### src/rtl/ysyx_22040729_trap_ctrl.sv
// ysyx_22040729_trap_ctrl
//   Trap/return sequencer sitting at the commit point. When a committing
//   instruction carries a pending interrupt, an ecall or an mret, the
//   controller stalls commit, flushes younger stages, waits for memory to
//   go idle, strobes the CSR file once, then redirects fetch.
//
// State table
//   state      | meaning
//   IDLE       | accepting commits, watching for a trap/mret
//   DRAIN      | flushing, waiting for outstanding memory traffic to finish
//   COMMIT     | one-cycle CSR update strobe, redirect target captured
//   REDIRECT   | presenting redirect_pc_o until fetch accepts it
//
// Ports
//   clk, rst                 clock, async active-high reset
//   cmt_valid_i/pc/ecall/mret  committing instruction
//   cmt_ready_o              high only in IDLE
//   eirp_i, tirp_i           gated external / timer interrupt requests
//   mtvec_i, mepc_i          current CSR values for the redirect target
//   lsu_idle_i               no memory transaction in flight
//   csr_exception_o/mret_o   one-cycle CSR hardware-update strobes
//   csr_mepc/mcause_hwdata_o trap values, valid only with csr_exception_o
//   flush_o                  kill younger stages (every state but IDLE)
//   redirect_valid_o/pc_o, redirect_ready_i  fetch redirect handshake
module ysyx_22040729_trap_ctrl #(
  parameter int DATA_WIDTH = 64
) (
  input  logic                  clk,
  input  logic                  rst,
  input  logic                  cmt_valid_i,
  input  logic [DATA_WIDTH-1:0] cmt_pc_i,
  input  logic                  cmt_ecall_i,
  input  logic                  cmt_mret_i,
  output logic                  cmt_ready_o,
  input  logic                  eirp_i,
  input  logic                  tirp_i,
  input  logic [DATA_WIDTH-1:0] mtvec_i,
  input  logic [DATA_WIDTH-1:0] mepc_i,
  input  logic                  lsu_idle_i,
  output logic                  csr_exception_o,
  output logic                  csr_mret_o,
  output logic [DATA_WIDTH-1:0] csr_mepc_hwdata_o,
  output logic [DATA_WIDTH-1:0] csr_mcause_hwdata_o,
  output logic                  flush_o,
  output logic                  redirect_valid_o,
  output logic [DATA_WIDTH-1:0] redirect_pc_o,
  input  logic                  redirect_ready_i
);

  localparam logic [DATA_WIDTH-1:0] CAUSE_EIRP  = {1'b1, (DATA_WIDTH-1)'(11)};
  localparam logic [DATA_WIDTH-1:0] CAUSE_TIRP  = {1'b1, (DATA_WIDTH-1)'(7)};
  localparam logic [DATA_WIDTH-1:0] CAUSE_ECALL = DATA_WIDTH'(11);
  // Direct mode only: the low two mode bits of mtvec never reach the PC.
  localparam logic [DATA_WIDTH-1:0] TVEC_MASK   = ~(DATA_WIDTH'(3));

  typedef enum logic [1:0] {
    S_IDLE     = 2'd0,
    S_DRAIN    = 2'd1,
    S_COMMIT   = 2'd2,
    S_REDIRECT = 2'd3
  } state_t;

  state_t                state_q, state_d;
  logic [DATA_WIDTH-1:0] pc_q, cause_q, target_q;
  logic                  mret_q;

  logic                  take;
  logic                  take_mret;
  logic [DATA_WIDTH-1:0] take_cause;
  logic [DATA_WIDTH-1:0] commit_target;

  // Only the highest-priority event is serviced; anything lower in the same
  // cycle is dropped and the instruction replays after the handler.
  always_comb begin
    take       = cmt_valid_i & (eirp_i | tirp_i | cmt_ecall_i | cmt_mret_i);
    take_mret  = 1'b0;
    take_cause = '0;
    if (eirp_i) begin
      take_cause = CAUSE_EIRP;
    end else if (tirp_i) begin
      take_cause = CAUSE_TIRP;
    end else if (cmt_ecall_i) begin
      take_cause = CAUSE_ECALL;
    end else if (cmt_mret_i) begin
      take_mret = 1'b1;
    end
  end

  assign commit_target = mret_q ? mepc_i : (mtvec_i & TVEC_MASK);

  always_ff @(posedge clk or posedge rst) begin
    if (rst) begin
      state_q  <= S_IDLE;
      pc_q     <= '0;
      cause_q  <= '0;
      target_q <= '0;
      mret_q   <= 1'b0;
    end else begin
      state_q <= state_d;
      if (state_q == S_IDLE && take) begin
        pc_q    <= cmt_pc_i;
        cause_q <= take_cause;
        mret_q  <= take_mret;
      end
      // Sampled in COMMIT so the target reflects CSR state after any
      // in-flight CSR writes drained.
      if (state_q == S_COMMIT) begin
        target_q <= commit_target;
      end
    end
  end

  always_comb begin
    state_d             = state_q;
    cmt_ready_o         = 1'b0;
    flush_o             = 1'b1;
    csr_exception_o     = 1'b0;
    csr_mret_o          = 1'b0;
    csr_mepc_hwdata_o   = '0;
    csr_mcause_hwdata_o = '0;
    redirect_valid_o    = 1'b0;
    redirect_pc_o       = '0;
    case (state_q)
      S_IDLE: begin
        cmt_ready_o = 1'b1;
        flush_o     = 1'b0;
        if (take) begin
          state_d = S_DRAIN;
        end
      end
      S_DRAIN: begin
        if (lsu_idle_i) begin
          state_d = S_COMMIT;
        end
      end
      S_COMMIT: begin
        if (mret_q) begin
          csr_mret_o = 1'b1;
        end else begin
          csr_exception_o     = 1'b1;
          csr_mepc_hwdata_o   = pc_q;
          csr_mcause_hwdata_o = cause_q;
        end
        state_d = S_REDIRECT;
      end
      S_REDIRECT: begin
        redirect_valid_o = 1'b1;
        redirect_pc_o    = target_q;
        if (redirect_ready_i) begin
          state_d = S_IDLE;
        end
      end
      default: begin
        state_d = S_IDLE;
      end
    endcase
  end

endmodule

### config.mk
export PLATFORM = sky130hd
export DESIGN_NAME = ysyx_22040729_trap_ctrl
export DESIGN_NICKNAME = d
export VERILOG_FILES = /design/src/rtl/ysyx_22040729_trap_ctrl.sv
export SDC_FILE = /design/constraint.sdc
export NUM_CORES = 1
export LEC_CHECK = 0
export ABC_CLOCK_PERIOD_IN_PS = 4450
export BUFFER_PORTS_ARGS = -buffer_cell sky130_fd_sc_hd__buf_2
export CAP_MARGIN = 20
export CORE_AREA = 2 2 156 158
export CTS_CLUSTER_DIAMETER = 150
export CTS_CLUSTER_SIZE = 12
export DETAILED_ROUTE_END_ITERATION = 8
export DIE_AREA = 0 0 158 160
export GPL_TIMING_DRIVEN = 0
export PLACE_DENSITY = 0.65
export SYNTH_ARGS = -nofsm -noshare
export SYNTH_HDL_FRONTEND = slang
export SYNTH_SLANG_ARGS = --single-unit
### constraint.sdc
create_clock -name clk -period 4.45 [get_ports clk]
set_input_delay 1.1125 -clock clk [delete_from_list [all_inputs] [get_ports clk]]
set_output_delay 1.1125 -clock clk [all_outputs]
set_load 0.02 [all_outputs]
After elaboration in Yosys (flattened, before gate mapping)

Cells that the tools add are included.

Register bits: 195
Memory bits (writable): 0
ROM bits: 0
Output and inout port bits: 197
Bits in latches: 0
Memories kept: 0
Word-level logic and storage cells: 42

Shift operators: 0
Bitwise operators: 4
Equal/unequal tests: 6
$add $sub $neg: 0
Multiply operators: 0
Divide/modulo/power cells: 0
Multiplexer cells: 24
$lt $le $gt $ge: 0
Reductions and logical operators: 3

Operators by type and width:

| operator                                       | count |
|---|---|
| two-way mux 64 bit                             | 8 |
| two-way mux 1 bit                              | 11 |
| one-hot mux 2 bit (4 select lines)             | 1 |
| two-way mux 2 bit                              | 3 |
| inequality test 2 bit (second input constant)  | 3 |
| == test 2 bit (second input constant)          | 2 |
| two-way mux 4 bit                              | 1 |
| bitwise OR 1 bit                               | 3 |
| AND reduction 3 bit                            | 1 |
| == test 2 x 1 -> 1 bit (second input constant) | 1 |
| zero test 2 bit                                | 1 |
| bitwise AND 1 bit                              | 1 |
| logical AND 1 bit                              | 1 |

Longest topological paths before layout

Gate-level depths: netlist of run 1.

Depth after elaboration: 6
Depth in mapped cells: 8
Depth with buffers taken out: 5

Worst setup path before layout of run 1

OpenSTA, ideal clock, no wires.

Path type: register to output
Start: register state_q[0]
End: output csr_mepc_hwdata_o[12]
Cell stages (with the launch flop): 9
Path buffers: 3
Arrival time: 1749 ps
Path slack: 1588 ps
Cell sequence: dfrtp_1 > inv_1 > ha_1 > buf_2 > inv_1 > nor2_1 > clkbuf_1 > clkbuf_1 > and2_1

Longest elaborated chain between the ends: 2

RTL lines:

| element                | RTL line | RTL |
|---|---|---|
| start, declared        | 63       | `state_t state_q, state_d;` |
| start signal, assigned | 99       | `state_q <= state_d;` |
| == test 2 bit          | 123      | `case (state_q)` |
| two-way mux 64 bit     | 123      |  |
| end, declared          | 42       | `output logic [DATA_WIDTH-1:0] csr_mepc_hwdata_o,` |

No other way between the ends.

Worst setup path in the final report of run 1

Start: register state_q[0]
End: output csr_mepc_hwdata_o[34]

Same word-level chain as after synthesis.

==> flow_results.xml, run 1 <==
<?xml version="1.0" encoding="UTF-8"?>
<metrics>
  <group name="detailed_routing">
    <metric name="drt_pass1_iterations" unit="">4</metric>
    <metric name="route.detailed.wl_per_inst" unit="um">14.8</metric>
    <metric name="vias_after_detailed_routing" unit="">5863</metric>
    <metric name="route.final.wire_length" unit="mm">20.9</metric>
    <metric name="drc" unit="">0</metric>
    <metric name="route.antenna.remaining_nets" unit="">0</metric>
    <metric name="detailedRoute.firstIterationViolations" unit="">166</metric>
    <metric name="route.detailed.vias_per_inst" unit="">4.16</metric>
  </group>
  <group name="global_route">
    <metric name="antenna_found_initial" unit="">0</metric>
    <metric name="first_global_vias" unit="">5902</metric>
    <metric name="grt_first_pass_wirelength" unit="mm">31.4</metric>
    <metric name="grt_remaining_overflow" unit="">0</metric>
    <metric name="gr-usage-all-layers" unit="%">16.2</metric>
    <metric name="grt_max_degree" unit="">42</metric>
  </group>
  <group name="yosys">
    <metric name="yosys-top-cells-area" unit="">dfrtp_1, and2_1, mux2i_1</metric>
    <metric name="postSynthCellCount" unit="">658</metric>
    <metric name="synthDominantCellAreaShare" unit="%">47.7</metric>
    <metric name="yosysMostFrequentCell" unit="">dfrtp_1</metric>
    <metric name="synthTopCellsByCount" unit="">dfrtp_1, and2_1, nor2_1</metric>
    <metric name="count_of_flip_flops_with_a_built_in_enable_after_synthesis" unit="">0</metric>
    <metric name="seq_area_frac_synth" unit="%">47.7</metric>
    <metric name="postSynth.asyncResetShare" unit="%">100</metric>
    <metric name="post_synth_num_cell_types" unit="">24</metric>
    <metric name="syn_avg_cell_area" unit="sq um">10.8</metric>
    <metric name="synth_warnings" unit="">0</metric>
    <metric name="syn-cell-area" unit="sq um">7080</metric>
    <metric name="netlist.top_cell.by_area" unit="">dfrtp_1</metric>
    <metric name="synth_seq_cells" unit="">135</metric>
    <metric name="yosys_most_used_dff" unit="">dfrtp_1</metric>
  </group>
  <group name="sta">
    <metric name="final_max_slew_viols" unit="">0</metric>
    <metric name="worstMarginPinSlew" unit="ns">0.708</metric>
    <metric name="final.min_clock_period" unit="ns">4.05</metric>
    <metric name="sum_of_negative_setup_slack" unit="ns">0</metric>
    <metric name="finClkSkew" unit="ns">0.00836</metric>
    <metric name="fmaxAchievable" unit="MHz">247</metric>
    <metric name="finalCritPeriodShare" unit="%">91.1</metric>
    <metric name="relSlewSlack" unit="%">52.8</metric>
    <metric name="timing.final.setup_violations" unit="">0</metric>
    <metric name="final_hold_viol_count" unit="">0</metric>
    <metric name="rsz_0062_raised_after_global_routing" unit="">false</metric>
  </group>
  <group name="floorplanning">
    <metric name="die_w" unit="um">158</metric>
    <metric name="floorplan.initialDensity" unit="%">29.7</metric>
    <metric name="die_height" unit="um">160</metric>
    <metric name="standard_cell_row_count" unit="">57</metric>
    <metric name="fp.coreArea" unit="sq um">23800</metric>
    <metric name="io-pin-count" unit="">398</metric>
    <metric name="fp.dieArea" unit="sq um">25300</metric>
  </group>
  <group name="clocking">
    <metric name="htreeDepth" unit="">4</metric>
    <metric name="clkSlewWorstSetupHoldPaths" unit="ns">0.06</metric>
    <metric name="tritoncts_clock_tree" unit="">built</metric>
    <metric name="total_cts_buffers" unit="">17</metric>
    <metric name="post_cts_hold_buffer_count" unit="">0</metric>
    <metric name="post-cts-setup-buffers" unit="">0</metric>
    <metric name="ctsLongestPathBuffers" unit="">2</metric>
    <metric name="worst_skew_late_latency" unit="ns">0.41</metric>
    <metric name="post_cts.resized_instances" unit="">0</metric>
    <metric name="tritoncts_num_sinks" unit="">135</metric>
    <metric name="clock-root-buffer" unit="">clkbuf_16</metric>
  </group>
  <group name="power_and_ir_drop">
    <metric name="p_sw" unit="mW">2.98</metric>
    <metric name="leakage" unit="nW">5.20</metric>
    <metric name="pwr-share-clk" unit="%">20.5</metric>
    <metric name="finalPower" unit="mW">7.17</metric>
    <metric name="p_sw_share" unit="%">41.6</metric>
    <metric name="p_per_area" unit="nW/um^2">712</metric>
    <metric name="irDropWorstVdd" unit="V">0.000261</metric>
    <metric name="p_int" unit="mW">4.19</metric>
    <metric name="sequential_fraction_of_design_power" unit="%">29.5</metric>
    <metric name="combPwrFrac" unit="%">50.0</metric>
  </group>
  <group name="final_layout">
    <metric name="post_route_cells_drive_above_1_share" unit="%">46.5</metric>
    <metric name="multi_input_area" unit="sq um">3240</metric>
    <metric name="fill_cell_total_of_the_finished_layout" unit="">2420</metric>
    <metric name="area.sequential" unit="sq um">3380</metric>
    <metric name="area_delta_synth_final" unit="%">42.1</metric>
    <metric name="final_nets" unit="">1280</metric>
    <metric name="antenna_cells_inserted" unit="">0</metric>
  </group>
  <group name="place">
    <metric name="place_hpwl" unit="mm">16.5</metric>
    <metric name="io_buffers" unit="">336</metric>
    <metric name="gp_routability_congestion" unit="">0.766</metric>
  </group>
  <group name="critical_path">
    <metric name="crit_type" unit="">register to output port</metric>
    <metric name="cp_startpoint_kind" unit="">register</metric>
    <metric name="worstPathRequired" unit="ns">3.34</metric>
    <metric name="end_kind" unit="">output port</metric>
    <metric name="cp.arrival" unit="ns">2.94</metric>
    <metric name="maximum_fanout_encountered_on_the_critical_timing_path" unit="">10</metric>
  </group>
  <group name="run">
    <metric name="maxCapViolCount" unit="">0</metric>
  </group>
  <group name="hold_path">
    <metric name="hold_path.class" unit="">register to register</metric>
  </group>
  <group name="outcome">
    <metric name="run_status" unit="">finished clean</metric>
  </group>
</metrics>
-- cells in the final DEF (no fill, tap or decap) --
cell type   synthesis  routed
a21oi_1            63      63
o21ai_0             3       3
clkinvlp_4          0       2
nand2_1             1       1
and2_1            131     131
o31ai_1             1       1
clkbuf_8            0       2
mux2_2             38      38
mux2i_1            65      65
bufinv_16           0       2
mux2_4             18      18
dfrtp_1           135     135
a2111oi_2           1       1
buf_4              61      61
nor2_1             66      66
nor2b_1             3       3
inv_8               0       2
buf_2              11     347
inv_6               0       6
clkbuf_16           0      17
conb_1              1      59
a22o_1              2       2
clkbuf_1           26      26
nor4_4              1       1
clkinv_4            0       2
buf_12              0       3
mux2_1             10      10
buf_1               2       2
buf_6               3       3
nor3_1              3       3
ha_1                5       5
inv_1               8       7
-- worst max-delay path, cell delays in order (launching register included) --
cell and delay (ns):
dfrtp_1 0.40, inv_1 0.14, ha_1 0.16, buf_2 0.24
inv_1 0.17, nor2_1 0.29, clkbuf_1 0.39, clkbuf_1 0.36
and2_1 0.20, buf_2 0.17
-- power by group through the flow --
stage                     combinational (mW)  clock (mW)  sequential, mW
final                                   3.59        1.47            2.12
after global routing                    3.94        1.57            2.19
after CTS                               3.66        1.52            2.12
after detailed placement                3.65           0            2.13
after global placement                  3.59           0            2.10
after floorplan                         2.54           0            2.04
-- registers in the layout, summed over array words and instances (netlist names) --
register and flops:
cause_q 4, mret_q 1, pc_q 64, state_q 2
target_q 64
-- per-layer routing --
| metal | up-vias | track usage [%] | wire (um) |
|---|---|---|---|
| li1 | 2891 | - | - |
| met1 | 2714 | 18.7 | 8350 |
| met2 | 252 | 29.5 | 10700 |
| met3 | 6 | 4.69 | 1730 |
| met4 | 0 | 3.56 | 138 |
| met5 | - | 0 | 0 |
-- per-stage QoR --
stage | cells | hold WS, ns | worst slack (ns) | util (%) | cell area [sq um]
after floorplan | 716 | 0.449 | 1.59 | - | 7310
after global placement | 1376 | 0.460 | 0.692 | 39.4 | 9390
after detailed placement | 1379 | 0.469 | 0.739 | 39.7 | 9450
after CTS | 1411 | 0.483 | 0.269 | 42.3 | 10100
after global routing | 1411 | 0.503 | 0.0754 | 42.3 | 10100
final | 1411 | 0.475 | 0.398 | 42.3 | 10100
-- logic make-up after synthesis --
group	Yosys count	synth area share, %
compound gates	70	5.23
fa+ha+maj	5	0.883
buf+inv	111	9.63
flops	135	47.7
mux	131	20.6
other cells	1	0.0529
simple gates	205	15.9
-- cell type report --
cell class                 instances  area share, %
multi-input combinational        470           32.2
buffer                           103           6.48
sequential                       135           33.6
timing repair buffer             339           17.3
clock buffer                      19           4.50
clock inverter                    13           1.59
inverter                           8          0.336
tap                              324           4.03
-- worst paths after layout --
| kind | slack, ns | start | end | cells after the start |
|---|---|---|---|---|
| hold / removal | 0.48 | pc_q[14]$_DFFE_PP0P_ | pc_q[14]$_DFFE_PP0P_ | 1 |
| setup reg to reg | 2.17 | state_q[0]$_DFFE_PP0P_ | target_q[13]$_DFFE_PP0P_ | 6 |
| hold reg to reg | 0.48 | pc_q[14]$_DFFE_PP0P_ | pc_q[14]$_DFFE_PP0P_ | 1 |
| max in group asynchronous | 2.84 | rst | cause_q[3]$_DFFE_PP0P_ | 4 |
| min in group asynchronous | 0.74 | rst | target_q[15]$_DFFE_PP0P_ | 2 |
| setup / recovery | 0.40 | state_q[0]$_DFFE_PP0P_ | csr_mepc_hwdata_o[34] | 9 |
Power figures use the tool's default switching activity.
==> run 2: changes to the inputs <==
--- a/config.mk
+++ b/config.mk
@@ -15,6 +15,7 @@
 export DIE_AREA = 0 0 158 160
 export GPL_TIMING_DRIVEN = 0
 export PLACE_DENSITY = 0.65
+export REMOVE_ABC_BUFFERS = 1
 export SYNTH_ARGS = -nofsm -noshare
 export SYNTH_HDL_FRONTEND = slang
 export SYNTH_SLANG_ARGS = --single-unit
==> run 2 against run 1 <==
  * Largest cell class unchanged
  * Register-to-register slack lost 0.23 ns
  * Fmax grew 8.2%
  * Wire length shrank 12%
  * Total power shrank 3.0%
  * Final cell count shrank 7.0%
  * Non-clock buffer count shrank 99
  * Count of clock-buffer cells in the layout shrank 1
  * Global-route usage shrank 1.7 points
  * First-iteration DRC count grew 49%
  * Sequential share of layout area grew 2.0 points
  * Sequential power is essentially flat
==> flow_results.xml, run 2 (same netlist as run 1, synthesis figures left out) <==
<?xml version="1.0" encoding="UTF-8"?>
<metrics>
  <group name="outcome">
    <metric name="run_status" unit="">finished clean</metric>
  </group>
  <group name="global_route">
    <metric name="grt_use_met3" unit="%">3.47</metric>
    <metric name="grt_remaining_overflow" unit="">0</metric>
    <metric name="first_global_vias" unit="">5212</metric>
    <metric name="antenna_found_initial" unit="">1</metric>
    <metric name="global_route.usage.met2" unit="%">23.9</metric>
    <metric name="groute.layer.met1.usage" unit="%">18.7</metric>
    <metric name="globalRoute.busiestLayer" unit="">met2</metric>
    <metric name="gr-usage-all-layers" unit="%">14.5</metric>
    <metric name="grt_first_pass_wirelength" unit="mm">28.4</metric>
    <metric name="grt_max_degree" unit="">91</metric>
  </group>
  <group name="critical_path">
    <metric name="crit_type" unit="">register to output port</metric>
    <metric name="worst_r2r_end" unit="">pc_q[35]$_DFFE_PP0P_</metric>
    <metric name="maximum_fanout_encountered_on_the_critical_timing_path" unit="">53</metric>
    <metric name="worstPathRequired" unit="ns">3.34</metric>
    <metric name="cp.arrival" unit="ns">2.63</metric>
    <metric name="reg2reg_depth" unit="">7</metric>
    <metric name="end_kind" unit="">output port</metric>
    <metric name="cp_startpoint_kind" unit="">register</metric>
    <metric name="timing.rr.start" unit="">state_q[0]$_DFFE_PP0P_</metric>
    <metric name="r2r_slack" unit="ns">1.94</metric>
  </group>
  <group name="detailed_routing">
    <metric name="route.detailed.vias_per_inst" unit="">4.14</metric>
    <metric name="route.detailed.wl_per_inst" unit="um">14.0</metric>
    <metric name="drt_pass1_iterations" unit="">4</metric>
    <metric name="detailedRoute.firstIterationViolations" unit="">248</metric>
    <metric name="drc" unit="">0</metric>
    <metric name="vias_after_detailed_routing" unit="">5435</metric>
    <metric name="route.antenna.remaining_nets" unit="">0</metric>
    <metric name="route.final.wire_length" unit="mm">18.4</metric>
  </group>
  <group name="clocking">
    <metric name="post_cts.resized_instances" unit="">0</metric>
    <metric name="post_cts_hold_buffer_count" unit="">0</metric>
    <metric name="tritoncts_clock_tree" unit="">built</metric>
    <metric name="ctsLongestPathBuffers" unit="">2</metric>
    <metric name="total_cts_buffers" unit="">17</metric>
    <metric name="clock-root-buffer" unit="">clkbuf_16</metric>
    <metric name="post-cts-setup-buffers" unit="">0</metric>
    <metric name="htreeDepth" unit="">4</metric>
    <metric name="tritoncts_num_sinks" unit="">135</metric>
    <metric name="worst_skew_late_latency" unit="ns">0.41</metric>
    <metric name="clkSlewWorstSetupHoldPaths" unit="ns">0.07</metric>
  </group>
  <group name="sta">
    <metric name="finalCritPeriodShare" unit="%">84.1</metric>
    <metric name="final_max_slew_viols" unit="">0</metric>
    <metric name="final.min_clock_period" unit="ns">3.74</metric>
    <metric name="relSlewSlack" unit="%">58.8</metric>
    <metric name="fmaxAchievable" unit="MHz">267</metric>
    <metric name="worstMarginPinSlew" unit="ns">0.618</metric>
    <metric name="final_hold_viol_count" unit="">0</metric>
    <metric name="worst_hold_slack_across_all_endpoints" unit="ns">0.480</metric>
    <metric name="rsz_0062_raised_after_global_routing" unit="">false</metric>
    <metric name="timing.final.setup_violations" unit="">0</metric>
    <metric name="finClkSkew" unit="ns">0.00939</metric>
  </group>
  <group name="final_layout">
    <metric name="most-common-layout-cells" unit="">buf_2, dfrtp_1, and2_1, mux2i_1, nor2_1</metric>
    <metric name="fill_cell_total_of_the_finished_layout" unit="">2379</metric>
    <metric name="reg.largest.list" unit="">pc_q: 64 flops, target_q: 64 flops, cause_q: 4 flops</metric>
    <metric name="post_route_cells_drive_above_1_share" unit="%">44.3</metric>
    <metric name="multi_input_area" unit="sq um">3270</metric>
    <metric name="antenna_cells_inserted" unit="">0</metric>
    <metric name="mostFrequentLayoutCell" unit="">buf_2</metric>
    <metric name="final_cells" unit="">1312</metric>
    <metric name="final_nets" unit="">1181</metric>
    <metric name="area_delta_synth_final" unit="%">34.2</metric>
    <metric name="area.sequential" unit="sq um">3380</metric>
    <metric name="layout.cell_area.non_filler" unit="sq um">9510</metric>
  </group>
  <group name="floorplanning">
    <metric name="die_height" unit="um">160</metric>
    <metric name="die_w" unit="um">158</metric>
    <metric name="io-pin-count" unit="">398</metric>
    <metric name="floorplan.initialDensity" unit="%">29.7</metric>
    <metric name="standard_cell_row_count" unit="">57</metric>
    <metric name="fp.coreArea" unit="sq um">23800</metric>
    <metric name="fp.dieArea" unit="sq um">25300</metric>
  </group>
  <group name="place">
    <metric name="gp_routability_congestion" unit="">0.785</metric>
    <metric name="io_buffers" unit="">336</metric>
    <metric name="place_hpwl" unit="mm">13.7</metric>
    <metric name="placed_area" unit="sq um">8940</metric>
    <metric name="placed_cells" unit="">1280</metric>
  </group>
  <group name="hold_path">
    <metric name="worstHoldPathCells" unit="">1</metric>
    <metric name="hold_path.class" unit="">register to register</metric>
    <metric name="hold_path_startpoint" unit="">pc_q[14]$_DFFE_PP0P_</metric>
    <metric name="hold_path_end" unit="">pc_q[14]$_DFFE_PP0P_</metric>
  </group>
  <group name="power_and_ir_drop">
    <metric name="irDropWorstVdd" unit="V">0.000309</metric>
    <metric name="leakage" unit="nW">4.77</metric>
    <metric name="p_per_area" unit="nW/um^2">732</metric>
  </group>
  <group name="run">
    <metric name="maxCapViolCount" unit="">0</metric>
  </group>
</metrics>
run 2: cell count changes in the layout (fill, tap and decap cells not counted), moves of 2 or more:
cell	change
buf_1	-2
buf_16	+3
buf_2	-11
buf_4	-61
buf_6	-3
clkbuf_1	-25
clkbuf_8	-2
ha_1	-2
nor2_1	-2
nor2_4	+2
run 2: worst max-delay path: stages (launching register included):
cell and delay (ns):
dfrtp_1 0.41, inv_1 0.17, ha_4 0.44, inv_1 0.22, nor2_4 0.36, buf_12 0.26, and2_1 0.17, buf_2 0.17
run 2: where the power goes:
part | switching [mW] | leakage (nW) | internal [mW]
Sequential | 0.303 | 1.54 | 1.85
Combinational | 1.97 | 2.96 | 1.45
Clock | 0.602 | 0.271 | 0.785
run 2: routing by layer:
layer	share of wire, %	wire length [um]	vias up
li1	-	-	2693
met1	44	8170	2535
met2	49	9000	189
met3	5.1	940	18
met4	1.7	320	0
met5	0	0	-
run 2: per-stage QoR:
step	util, %	total power [mW]	setup slack, ns	setup TNS (ns)
after floorplan	-	4.54	-1.80	-203.26
after global placement	36.7	5.59	-4.16	-705.84
after detailed placement	37.5	5.64	1.11	0
after CTS	39.9	7.07	0.640	0
after global routing	39.9	7.48	0.523	0
final	39.9	6.96	0.706	0
run 2: layout make-up:
type	instances	share of cell area, %
clock buffer	18	4.51
clock inverter	14	1.46
inverter	8	0.369
multi-input combinational	470	34.4
sequential	135	35.6
tap	324	4.26
timing repair buffer	343	19.4
run 2: worst max-delay path by stage:
stage | from | endpoint | slack [ns]
6_report | state_q[0]$_DFFE_PP0P_ | csr_mepc_hwdata_o[8] | 0.71
5_1_grt | state_q[0]$_DFFE_PP0P_ | csr_mepc_hwdata_o[8] | 0.52
4_1_cts | state_q[0]$_DFFE_PP0P_ | csr_mepc_hwdata_o[8] | 0.64
3_5_place_dp | state_q[0]$_DFFE_PP0P_ | csr_mepc_hwdata_o[8] | 1.11
3_3_place_gp | state_q[0]$_DFFE_PP0P_ | csr_mepc_hwdata_o[8] | -4.16
2_1_floorplan | state_q[0]$_DFFE_PP0P_ | csr_mcause_hwdata_o[2] | -1.80
==> run 3: changes to the inputs <==
--- a/config.mk
+++ b/config.mk
@@ -5,7 +5,7 @@
 export SDC_FILE = /design/constraint.sdc
 export NUM_CORES = 1
 export LEC_CHECK = 0
-export ABC_CLOCK_PERIOD_IN_PS = 4450
+export ABC_CLOCK_PERIOD_IN_PS = 3200
 export BUFFER_PORTS_ARGS = -buffer_cell sky130_fd_sc_hd__buf_2
 export CAP_MARGIN = 20
 export CORE_AREA = 2 2 156 158
==> constraint.sdc (replaced) <==
create_clock -name clk -period 3.2 [get_ports clk]
set_input_delay 0.8 -clock clk [delete_from_list [all_inputs] [get_ports clk]]
set_output_delay 0.8 -clock clk [all_outputs]
set_load 0.02 [all_outputs]
==> run 3 against run 2 <==
  * Register-to-register slack worse by 1.2 ns
  * Sequential power is 39% higher
  * Clock power is 39% higher
  * Hold slack worse by 0.017 ns
  * Combinational power is 41% higher
  * Global-route usage is 0.18 points higher
  * Core utilization is 0.14 points higher
  * Highest routed layer unchanged
==> flow_results.xml, run 3 (same netlist as run 1, synthesis figures left out) <==
<?xml version="1.0" encoding="UTF-8"?>
<metrics>
  <group name="outcome">
    <metric name="run_status" unit="">finished clean</metric>
  </group>
  <group name="detailed_routing">
    <metric name="drc" unit="">0</metric>
    <metric name="route.antenna.remaining_nets" unit="">0</metric>
    <metric name="detailedRoute.firstIterationViolations" unit="">252</metric>
    <metric name="route.detailed.wl_per_inst" unit="um">14.3</metric>
    <metric name="route.detailed.vias_per_inst" unit="">4.17</metric>
    <metric name="vias_after_detailed_routing" unit="">5485</metric>
    <metric name="drt_pass1_iterations" unit="">4</metric>
    <metric name="route.final.wire_length" unit="mm">18.8</metric>
  </group>
  <group name="global_route">
    <metric name="grt_remaining_overflow" unit="">0</metric>
    <metric name="global_route.usage.met2" unit="%">24.1</metric>
    <metric name="first_global_vias" unit="">5252</metric>
    <metric name="grt_first_pass_wirelength" unit="mm">28.7</metric>
    <metric name="grt_max_degree" unit="">91</metric>
    <metric name="groute.layer.met1.usage" unit="%">19.0</metric>
    <metric name="antenna_found_initial" unit="">1</metric>
    <metric name="grt_use_met3" unit="%">3.47</metric>
    <metric name="globalRoute.busiestLayer" unit="">met2</metric>
    <metric name="gr-usage-all-layers" unit="%">14.7</metric>
  </group>
  <group name="final_layout">
    <metric name="area_delta_synth_final" unit="%">34.7</metric>
    <metric name="final_nets" unit="">1185</metric>
    <metric name="mostFrequentLayoutCell" unit="">buf_2</metric>
    <metric name="post-route-util" unit="%">40.1</metric>
    <metric name="reg.largest.list" unit="">pc_q: 64 flops, target_q: 64 flops, cause_q: 4 flops</metric>
    <metric name="post_route_cells_drive_above_1_share" unit="%">44.6</metric>
    <metric name="layout.cell_area.non_filler" unit="sq um">9540</metric>
    <metric name="most-common-layout-cells" unit="">buf_2, dfrtp_1, and2_1, mux2i_1, nor2_1</metric>
    <metric name="antenna_cells_inserted" unit="">0</metric>
  </group>
  <group name="floorplanning">
    <metric name="fp.dieArea" unit="sq um">25300</metric>
    <metric name="floorplan.initialDensity" unit="%">29.7</metric>
    <metric name="standard_cell_row_count" unit="">57</metric>
    <metric name="die_height" unit="um">160</metric>
    <metric name="die_w" unit="um">158</metric>
    <metric name="io-pin-count" unit="">398</metric>
    <metric name="fp.coreArea" unit="sq um">23800</metric>
  </group>
  <group name="power_and_ir_drop">
    <metric name="p_per_area" unit="nW/um^2">1020</metric>
    <metric name="leakage" unit="nW">4.79</metric>
    <metric name="irDropWorstVdd" unit="V">0.000431</metric>
  </group>
  <group name="sta">
    <metric name="final_max_slew_viols" unit="">0</metric>
    <metric name="finClkSkew" unit="ns">0.00902</metric>
    <metric name="timing.final.setup_violations" unit="">0</metric>
    <metric name="worst_hold_slack_across_all_endpoints" unit="ns">0.463</metric>
    <metric name="worstMarginPinSlew" unit="ns">0.617</metric>
    <metric name="relSlewSlack" unit="%">58.9</metric>
    <metric name="fmaxAchievable" unit="MHz">335</metric>
    <metric name="final.min_clock_period" unit="ns">2.99</metric>
    <metric name="final_hold_viol_count" unit="">0</metric>
    <metric name="finalCritPeriodShare" unit="%">93.4</metric>
    <metric name="rsz_0062_raised_after_global_routing" unit="">false</metric>
  </group>
  <group name="place">
    <metric name="place_hpwl" unit="mm">13.7</metric>
    <metric name="io_buffers" unit="">336</metric>
    <metric name="placed_area" unit="sq um">8940</metric>
    <metric name="gp_routability_congestion" unit="">0.785</metric>
  </group>
  <group name="critical_path">
    <metric name="crit_type" unit="">register to output port</metric>
    <metric name="cp.arrival" unit="ns">2.19</metric>
    <metric name="worstPathRequired" unit="ns">2.40</metric>
    <metric name="maximum_fanout_encountered_on_the_critical_timing_path" unit="">53</metric>
    <metric name="cp_startpoint_kind" unit="">register</metric>
    <metric name="end_kind" unit="">output port</metric>
  </group>
  <group name="clocking">
    <metric name="clkSlewWorstSetupHoldPaths" unit="ns">0.07</metric>
    <metric name="post_cts.resized_instances" unit="">0</metric>
    <metric name="worst_skew_late_latency" unit="ns">0.41</metric>
    <metric name="tritoncts_num_sinks" unit="">135</metric>
    <metric name="clock-root-buffer" unit="">clkbuf_16</metric>
    <metric name="tritoncts_clock_tree" unit="">built</metric>
    <metric name="total_cts_buffers" unit="">17</metric>
    <metric name="htreeDepth" unit="">4</metric>
    <metric name="ctsLongestPathBuffers" unit="">2</metric>
    <metric name="post_cts_hold_buffer_count" unit="">0</metric>
  </group>
  <group name="hold_path">
    <metric name="hold_path.class" unit="">input port to asynchronous set/reset pin</metric>
  </group>
  <group name="run">
    <metric name="maxCapViolCount" unit="">0</metric>
  </group>
</metrics>
## run 3: cell count changes in the layout (fill, tap and decap cells not counted), sizes merged
cell	previous run	this run
buf	343	347
## run 3: final timing paths
kind	startpoint	end	slack [ns]	cells past startpoint
setup / recovery	state_q[0]$_DFFE_PP0P_	csr_mepc_hwdata_o[8]	0.21	7
hold / removal	rst	target_q[58]$_DFFE_PP0P_	0.46	2
setup reg to reg	state_q[0]$_DFFE_PP0P_	pc_q[35]$_DFFE_PP0P_	0.71	7
hold reg to reg	pc_q[14]$_DFFE_PP0P_	pc_q[14]$_DFFE_PP0P_	0.48	1
max in group asynchronous	rst	pc_q[46]$_DFFE_PP0P_	1.96	3
min in group clk	pc_q[14]$_DFFE_PP0P_	pc_q[14]$_DFFE_PP0P_	0.48	1
## run 3: stage by stage
stage,std cells,total power [mW],setup slack [ns],TNS [ns]
2_1_floorplan,613,6.31,-2.74,-466.52
3_3_place_gp,1273,7.77,-5.09,-1017.41
3_5_place_dp,1280,7.84,0.177,0
4_1_cts,1315,9.87,0.0596,0
5_1_grt,1316,10.5,0.0574,0
6_report,1316,9.74,0.212,0
## run 3: where the power goes
part           switching [mW]  internal, mW  total [mW]
sequential              0.422          2.57        2.99
clock                   0.837          1.09        1.93
combinational            2.77          2.06        4.83
## run 3: routing by layer
metal  share of wire (%)  vias up  wire (um)
met5                   0        -          0
met4                 1.7        0        315
met3                 4.9       19        922
met2                  49      190       9260
met1                  44     2574       8270
li1                    -     2702          -
## run 3: worst max-delay path, cell delays in order, from the launching register on
cell and delay, ns:
dfrtp_1 0.41, inv_1 0.16, ha_4 0.29, inv_1 0.16, nor2_4 0.17, buf_12 0.23
and2_1 0.17, buf_2 0.17
## run 3: layout make-up
type	count	area (sq um)
inverter	8	35.0
clock inverter	14	139
fill	2381	14300
tap	324	405
sequential	135	3380
timing repair buffer	347	1880
multi-input combinational	470	3270
clock buffer	18	429
## run 3: what timing repair did
item,in CTS,in global routing
gates cloned,0,0
endpoints found under the setup margin,66,20
setup buffers,3,1
pin swaps,2,0
